File: config.mk
export PLATFORM = sky130hd
export DESIGN_NAME = mf_pll_sequencer
export DESIGN_NICKNAME = d
export VERILOG_FILES = /design/src/rtl/mf_pll_sequencer.sv
export SDC_FILE = /design/constraint.sdc
export NUM_CORES = 1
export LEC_CHECK = 0
export CAP_MARGIN = 15
export CORE_AREA = 3 3 71 73
export CTS_BUF_LIST = sky130_fd_sc_hd__clkbuf_8
export CTS_CLUSTER_DIAMETER = 100
export DETAILED_ROUTE_END_ITERATION = 7
export DIE_AREA = 0 0 74 76
export GPL_TIMING_DRIVEN = 0
export MAX_ROUTING_LAYER = met4
export PLACE_DENSITY_LB_ADDON = 0.12
export REMOVE_ABC_BUFFERS = 1
export SLEW_MARGIN = 20
export SYNTH_ARGS = -nofsm -noshare
export SYNTH_HDL_FRONTEND = slang
export SYNTH_SLANG_ARGS = --single-unit
File: constraint.sdc
create_clock -name i_refclk -period 3.32 [get_ports i_refclk]
set_input_delay 0.498 -clock i_refclk [delete_from_list [all_inputs] [get_ports i_refclk]]
set_output_delay 0.498 -clock i_refclk [all_outputs]
set_load 0.02 [all_outputs]
File: src/rtl/mf_pll_sequencer.sv
// Reset/lock sequencer for a multi-output PLL: reset pulse, lock wait with retries, stability check, staggered domain release.
// Latency: pll_locked is seen 2 cycles late through the synchronizer; every output is registered, one cycle after its decision.
// No backpressure: restart_req is a fire-and-forget pulse. The MF_PLL_SEQ_LOSS_CNT_EN macro enables the lock-loss counter.
module mf_pll_sequencer #(
  parameter int NUM_OUT             = 5,
  parameter int RST_HOLD_CYCLES     = 16,
  parameter int LOCK_TIMEOUT_CYCLES = 74250,
  parameter int LOCK_STABLE_CYCLES  = 1024,
  parameter int STAGGER_CYCLES      = 64,
  parameter int MAX_RETRIES         = 7
) (
  input  logic               i_refclk,
  input  logic               i_rst_n,
  input  logic               i_pll_locked,
  input  logic               i_restart_req,
  output logic               o_pll_rst,
  output logic [NUM_OUT-1:0] o_domain_rst_n,
  output logic               o_ready,
  output logic               o_fail,
  output logic [3:0]         o_retry_count,
  output logic [7:0]         o_lock_loss_count
);

  function automatic int max_i(input int a, input int b);
    return (a > b) ? a : b;
  endfunction

  localparam int TMAX = max_i(max_i(RST_HOLD_CYCLES, LOCK_TIMEOUT_CYCLES),
                              max_i(LOCK_STABLE_CYCLES, STAGGER_CYCLES));
  localparam int TW   = $clog2(TMAX + 1);
  localparam int IW   = $clog2(NUM_OUT + 1);

  localparam logic [TW-1:0] HOLD_V    = TW'(RST_HOLD_CYCLES);
  localparam logic [TW-1:0] TOUT_LAST = TW'(LOCK_TIMEOUT_CYCLES - 1);
  localparam logic [TW-1:0] STAB_LAST = TW'(LOCK_STABLE_CYCLES - 1);
  localparam logic [TW-1:0] STAG_LAST = TW'(STAGGER_CYCLES - 1);
  localparam logic [IW-1:0] NOUT_V    = IW'(NUM_OUT);
  localparam logic [3:0]    MAX_V     = 4'(MAX_RETRIES);

  typedef enum logic [2:0] {
    S_RESET,
    S_WAIT_LOCK,
    S_STABLE,
    S_RELEASE,
    S_RUN,
    S_FAIL
  } state_t;

  state_t             r_state, w_state;
  logic [TW-1:0]      r_timer, w_timer;
  logic [IW-1:0]      r_idx, w_idx;
  logic [3:0]         r_retry, w_retry, w_retry_inc;
  logic [NUM_OUT-1:0] r_dom, w_dom;
  logic               r_pll_rst, w_pll_rst;
  logic               r_ready, w_ready;
  logic               r_fail, w_fail;
  logic               r_sync1, r_sync2;
  logic               w_lk;

  assign w_lk = r_sync2;

  always_ff @(posedge i_refclk) begin
    if (!i_rst_n) begin
      r_state   <= S_RESET;
      r_timer   <= '0;
      r_idx     <= '0;
      r_retry   <= '0;
      r_dom     <= '0;
      r_pll_rst <= 1'b1;
      r_ready   <= 1'b0;
      r_fail    <= 1'b0;
      r_sync1   <= 1'b0;
      r_sync2   <= 1'b0;
    end else begin
      r_state   <= w_state;
      r_timer   <= w_timer;
      r_idx     <= w_idx;
      r_retry   <= w_retry;
      r_dom     <= w_dom;
      r_pll_rst <= w_pll_rst;
      r_ready   <= w_ready;
      r_fail    <= w_fail;
      r_sync1   <= i_pll_locked;
      r_sync2   <= r_sync1;
    end
  end

  // Timer holds cycles already spent in the state; entering RESET counts the entry cycle,
  // so a retry attempt lasts exactly as long as the attempt after power-on reset.
  always_comb begin
    w_state     = r_state;
    w_timer     = r_timer;
    w_idx       = r_idx;
    w_retry     = r_retry;
    w_dom       = r_dom;
    w_retry_inc = (r_retry == 4'hF) ? r_retry : r_retry + 4'd1;

    case (r_state)
      S_RESET: begin
        if (r_timer == HOLD_V) begin
          w_state = S_WAIT_LOCK;
          w_timer = '0;
        end else begin
          w_timer = r_timer + 1'b1;
        end
      end
      S_WAIT_LOCK: begin
        if (w_lk) begin
          w_state = S_STABLE;
          w_timer = '0;
        end else if (r_timer == TOUT_LAST) begin
          w_retry = w_retry_inc;
          w_timer = TW'(1);
          w_state = (w_retry_inc == MAX_V) ? S_FAIL : S_RESET;
        end else begin
          w_timer = r_timer + 1'b1;
        end
      end
      S_STABLE: begin
        if (!w_lk) begin
          w_state = S_WAIT_LOCK;
          w_timer = '0;
        end else if (r_timer == STAB_LAST) begin
          w_state = S_RELEASE;
          w_timer = '0;
          w_idx   = IW'(1);
          w_dom   = NUM_OUT'(1);
        end else begin
          w_timer = r_timer + 1'b1;
        end
      end
      S_RELEASE: begin
        if (!w_lk) begin
          w_state = S_RESET;
          w_timer = TW'(1);
        end else if (r_idx == NOUT_V) begin
          w_state = S_RUN;
          w_retry = '0;
        end else if (r_timer == STAG_LAST) begin
          w_dom   = r_dom | (NUM_OUT'(1) << r_idx);
          w_idx   = r_idx + 1'b1;
          w_timer = '0;
        end else begin
          w_timer = r_timer + 1'b1;
        end
      end
      S_RUN: begin
        if (!w_lk) begin
          w_state = S_RESET;
          w_timer = TW'(1);
        end
      end
      S_FAIL: begin
        w_state = S_FAIL;
      end
      default: begin
        w_state = S_RESET;
        w_timer = TW'(1);
      end
    endcase

    if (i_restart_req) begin
      w_state = S_RESET;
      w_timer = TW'(1);
      w_retry = '0;
    end

    if (w_state == S_RESET || w_state == S_FAIL) begin
      w_dom = '0;
    end
    w_pll_rst = (w_state == S_RESET) || (w_state == S_FAIL);
    w_ready   = (w_state == S_RUN);
    w_fail    = (w_state == S_FAIL);
  end

  assign o_pll_rst      = r_pll_rst;
  assign o_domain_rst_n = r_dom;
  assign o_ready        = r_ready;
  assign o_fail         = r_fail;
  assign o_retry_count  = r_retry;

`ifdef MF_PLL_SEQ_LOSS_CNT_EN
  logic       w_loss_evt;
  logic [7:0] r_loss;

  // A restart pulse coinciding with the loss still counts the event.
  assign w_loss_evt = (r_state == S_RUN) && !w_lk;

  always_ff @(posedge i_refclk) begin
    if (!i_rst_n) begin
      r_loss <= '0;
    end else if (w_loss_evt && (r_loss != 8'hFF)) begin
      r_loss <= r_loss + 8'd1;
    end
  end

  assign o_lock_loss_count = r_loss;
`else
  assign o_lock_loss_count = 8'd0;
`endif

endmodule

Yosys cells after proc, flatten, opt, wreduce, memory -nomap -nowiden. Index checks and enable logic that the tools add are counted.

Add/subtract/negate cells: 3. Eq/ne operators: 27. Shift-type cells: 1. Mux-type cells: 40. Bitwise gates (word level): 3. Reduce and logical (&&, ||, !) cells: 11.

Operators by type and width (count): $mux 17 (9); $pmux 17 s6 (1); $mux 3 (15); $mux 5 (5); $mux 4 (5); $ne 2x2->1 const B (10); $pmux 3 s6 (1); $add 17x1->17 const B (1); $eq 17x10->1 const B (1); $eq 17x17->1 const B (1); $eq 17x5->1 const B (1); $eq 17x6->1 const B (1); $eq 3x3->1 const B (5); $pmux 5 s2 (1); $pmux 4 s2 (1); $eq 3x2->1 const B (2); $logic_not 3->1 (2); $ne 3x3->1 const B (2); $pmux 3 s2 (1); $reduce_and 3->1 (2); $reduce_and 6->1 (1); $or 5x5->5 (1); $reduce_and 5->1 (1); $shl 1x3->5 const A (1); 11 further kinds (14).

Bits in registers: 37. Bits of input ports: 4. Logic and storage cells: 96.

Logic depth before layout (Yosys ltp).
Word-level depth: 11. Gate-level depth with buffers: 9. Gate-level depth less buffers: 7.

Worst setup path before layout. No wires, ideal clock.

Kind: register to register. Start point: register r_timer[0]. End point: register r_timer[10]. Library setup time: 138 ps. Arrival time: 1927 ps. Path slack: 1255 ps. Stages on the path, launching flop included: 9. Path buffers: 1. Clock period less this slack: 2065 ps. Path through: dfxtp_1 > inv_1 > ha_1 > nand2_1 > or4_1 > o31a_1 > nor4b_4 > buf_4 > a211oi_1.

Cells in the longest elaborated chain, start to end: 5. Elaborated cells on any way between the ends: 14. Those cells by class: 1 x add/sub; 4 x eq/ne; 9 x mux.

Ends and longest elaborated chain: start, declared (RTL line 50) `logic [TW-1:0] r_timer, w_timer;`; start signal, assigned (RTL line 76) `r_timer <= w_timer;`; $add 17x1->17 / $eq 17x6->1 (equally long branches); $mux 17 (RTL line 139) `end else if (r_timer == STAG_LAST) begin`; $mux 17 (RTL line 136) `end else if (r_idx == NOUT_V) begin`; $mux 17 (RTL line 133) `if (!w_lk) begin`; $pmux 17 s6 * (RTL line 98) `case (r_state)`.

Every way passes the cells marked *; elsewhere a longest branch is shown, timed or not. The select of a mux whose other input is x is not followed. A chain may end at the register's enable or synchronous reset.

Worst setup path in the final report.
Start point: register r_state[2]. End point: register r_timer[15].

Cells in the longest elaborated chain, start to end: 3. Elaborated cells on any way between the ends: 11. Those cells by class: 7 x eq/ne; 1 x mux; 1 x bitwise; 2 x reduce/logical.

Ends and longest elaborated chain: start, declared (RTL line 49) `state_t r_state, w_state;`; start signal, assigned (RTL line 75) `r_state <= w_state;`; $eq 3x2->1 / $eq 3x3->1 (equally long branches) (RTL line 98); $ne 3x3->1 (no line), or another cell as far along; $reduce_and 3->1 (no line).

Parallel ways exist; a longest one is shown, timed or not.

==> run metrics <==
number of synthesized flops with an enable pin=0; layout net count=roughly 300; Clk pin slew, worst setup/hold paths=approximately 0.08 ns; global placement routability congestion=approximately 0.85; transition at the pin with the smallest max-transition slack=around 1.0 ns; quantity of I/O buffers inserted on ports=15; hold_sp=r_sync1$_SDFF_PN0_; number of distinct library cells after synthesis=just under 60; Setup crit start=r_state[2]$_SDFF_PN0_; drt wl/cell=around 16 um; Lkg Pwr=0.871 nW; maximum number of pins on one net before global-route repair=23; ranking of synthesized cells by instance count=dfxtp_1, nand2_1, nand4_1, inv_1; vias in the first global route=1942; met3 track utilization from global routing=0.0330; I/O Pins=24; placed wire-length estimate after detailed placement=3.92 mm; worst endpoint data arrival time=around 3.1 ns; reg2reg path depth=5; min-delay worst type=reg -> reg; count of unresolved DRC violations after routing=0; maximum fanout encountered on the critical timing path=16; cell area power density=about 340 nW/um2; Post-Synthesis Mean Instance Area=between 8 and 9 um2; Final Cycle Share=0.879; result of the run=finished, final reports clean; most repeated cell in the gate-level netlist after synthesis=dfxtp_1; FFs w/ async S/R, synth=0; endpoints failing hold=0; DIE AREA=~5600 um2; Most Used Layer, Global Route=met1; worst-case hold slack=between 0.4 and 0.5 ns; post-synthesis cell area=2400 um2; headroom to the max-slew limit=0.326; number of buffers inserted to repair setup after CTS=0; number of synthesized register bits=37; clock insertion delay at the later pin of the skew report=0.30 ns; number of instances on the worst hold path=1; yosys warns=0; total track usage=0.213; destination of the worst register-to-register timing path=r_timer[15]$_SDFFE_PP0P_; setup clock skew after layout=0.00827 ns; fmax=~0.34 GHz; Crit path required time=~3.5 ns; post-synthesis sequential area ratio=0.308; post-synthesis cell count=approximately 290; cts bufs inserted=5; global-route wire length before repair=9.40 mm; number of nets still failing antenna checks after routing=0; final period demand of the worst path=roughly 2.9 ns; number of antenna violations at the first check in global routing=0; gr ovfl total=0; number of gates resized after CTS=0; fraction of layout cells with a size suffix above 1=0.0690; iteration-0 DRC count of the detailed router=145; worst setup slack for register-to-register paths=~0.40 ns; number of pins with negative max-slew slack in the final report=0; top area cells in the synthesized netlist=dfxtp_1, ha_1, nand4_1; worst ir drop on vdd=about 0.24 mV; placeable core region=4410 um2; critical path class=reg -> reg; fraction of met2 tracks used by global routing=0.302; First-pass DRT Iterations=4; final routed wirelength across all metal layers=~5.6 mm; number of levels in the clock H-tree=2; buffer cell driving the clock tree root=clkbuf_8; number of vias per cell after detailed routing=6.20; synth-to-layout area growth=9.21%; nature of the critical path endpoint=register; summed negative setup slack over all endpoints=0 ns; number of buffers on the longest clock path=2; routed via count=2122; Most used DFF post-synth=dfxtp_1; count of hold-fix buffers inserted at cts=0; cell row count=24; overall die height=about 76 um; CTS tree=done; startpoint class of the critical path=register; setup violators final=0; library cell with the largest summed area after synthesis=dfxtp_1; antenna cells=0; Hold Path Sink=r_sync2$_SDFF_PN0_; MaxCap Viol Count=0; setup repair after global routing missed its margin=false; global-route track usage on met1=0.306; worst flop-to-flop path startpoint=r_state[2]$_SDFF_PN0_; total clock sinks=37; Yosys top cell area share=0.308; Die Wd=74 um; effective utilization at floorplan=0.545
-- critical path, cell delays in order (launching register included) --
cell and delay [ns]:
dfxtp_1 0.54, nand3b_1 0.33, or2_0 0.79, nand4_1 0.43, or3_1 0.46, a221oi_1 0.27
-- how the worst max path moves through the flow --
stage and endpoint:
6_report r_timer[15]$_SDFFE_PP0P_, 5_1_grt r_timer[15]$_SDFFE_PP0P_, 4_1_cts r_timer[15]$_SDFFE_PP0P_, 3_5_place_dp r_timer[15]$_SDFFE_PP0P_
3_3_place_gp r_timer[15]$_SDFFE_PP0P_, 2_1_floorplan r_timer[13]$_SDFFE_PP0P_
-- where the power goes --
group	switching, mW	internal [mW]	leakage [nW]	total [mW]
Combinational	0.0239	0.0105	0.515	0.0344
Clock	0.174	0.244	0.0574	0.418
Sequential	0.00362	0.447	0.299	0.450
-- registers in the layout, indices dropped and copies added, names as in the netlist --
| register | count |
|---|---|
| r_timer | 17 |
| o_ready | 1 |
| o_retry_count | 4 |
| r_idx | 3 |
| r_sync1 | 1 |
| o_domain_rst_n | 5 |
| r_sync2 | 1 |
| o_pll_rst | 1 |
| r_state | 3 |
| o_fail | 1 |
-- logic make-up (layout without fill, tap and decap cells) --
| family | count (synthesis) | after routing | synth area share |
|---|---|---|---|
| fa+ha+maj | 9 | 9 | 0.0469 |
| compound gates | 58 | 58 | 0.167 |
| flops | 37 | 37 | 0.308 |
| mux | 2 | 2 | 0.00885 |
| other cells | 1 | 8 | 0.00156 |
| xor+xnor | 12 | 12 | 0.0437 |
| buf+inv | 40 | 38 | 0.0817 |
| simple gates | 126 | 126 | 0.342 |
-- cell usage in the layout (no fill, tap or decap), drive strengths merged, types with 3 or more instances in the layout --
cell / n
dfxtp: 37
and2: 8
o41ai: 4
nor4: 13
or3: 5
nand4: 16
xnor2: 4
conb: 8
clkbuf: 6
nand2: 20
nand3: 15
nor3: 6
ha: 9
nor2: 14
inv: 15
and3: 4
a221oi: 5
a21oi: 13
a211oi: 13
o21ai: 8
a21o: 3
clkdlybuf4s50: 15
xor2: 8
nand2b: 3
and4: 5
o21a: 3
-- layout make-up --
type | count | area (um2)
Clock inverter | 2 | 37.5
Sequential cell | 37 | 741
Tap cell | 52 | 65.1
Timing Repair Buffer | 15 | 150
Clock buffer | 6 | 82.6
Multi-Input combinational cell | 215 | 1490
Inverter | 15 | 56.3
Fill cell | 412 | 1790
-- per-layer routing --
| metal | up-vias | share of wire |
|---|---|---|
| met2 | 50 | 0.44 |
| met4 | 0 | 0.014 |
| met1 | 1011 | 0.50 |
| met5 | - | 0 |
| li1 | 1053 | - |
| met3 | 8 | 0.046 |
-- per-stage QoR --
step	instance area, um2	std cells	setup slack [ns]	util	power [mW]
after floorplan	2290	267	1.15	-	0.484
after global placement	2500	334	0.531	0.567	0.494
after detailed placement	2500	334	0.476	0.567	0.495
after CTS	2630	342	0.416	0.595	0.912
after global routing	2630	342	0.216	0.595	0.930
final	2630	342	0.402	0.595	0.903
Note: power is estimated with default switching activity, not from simulation.
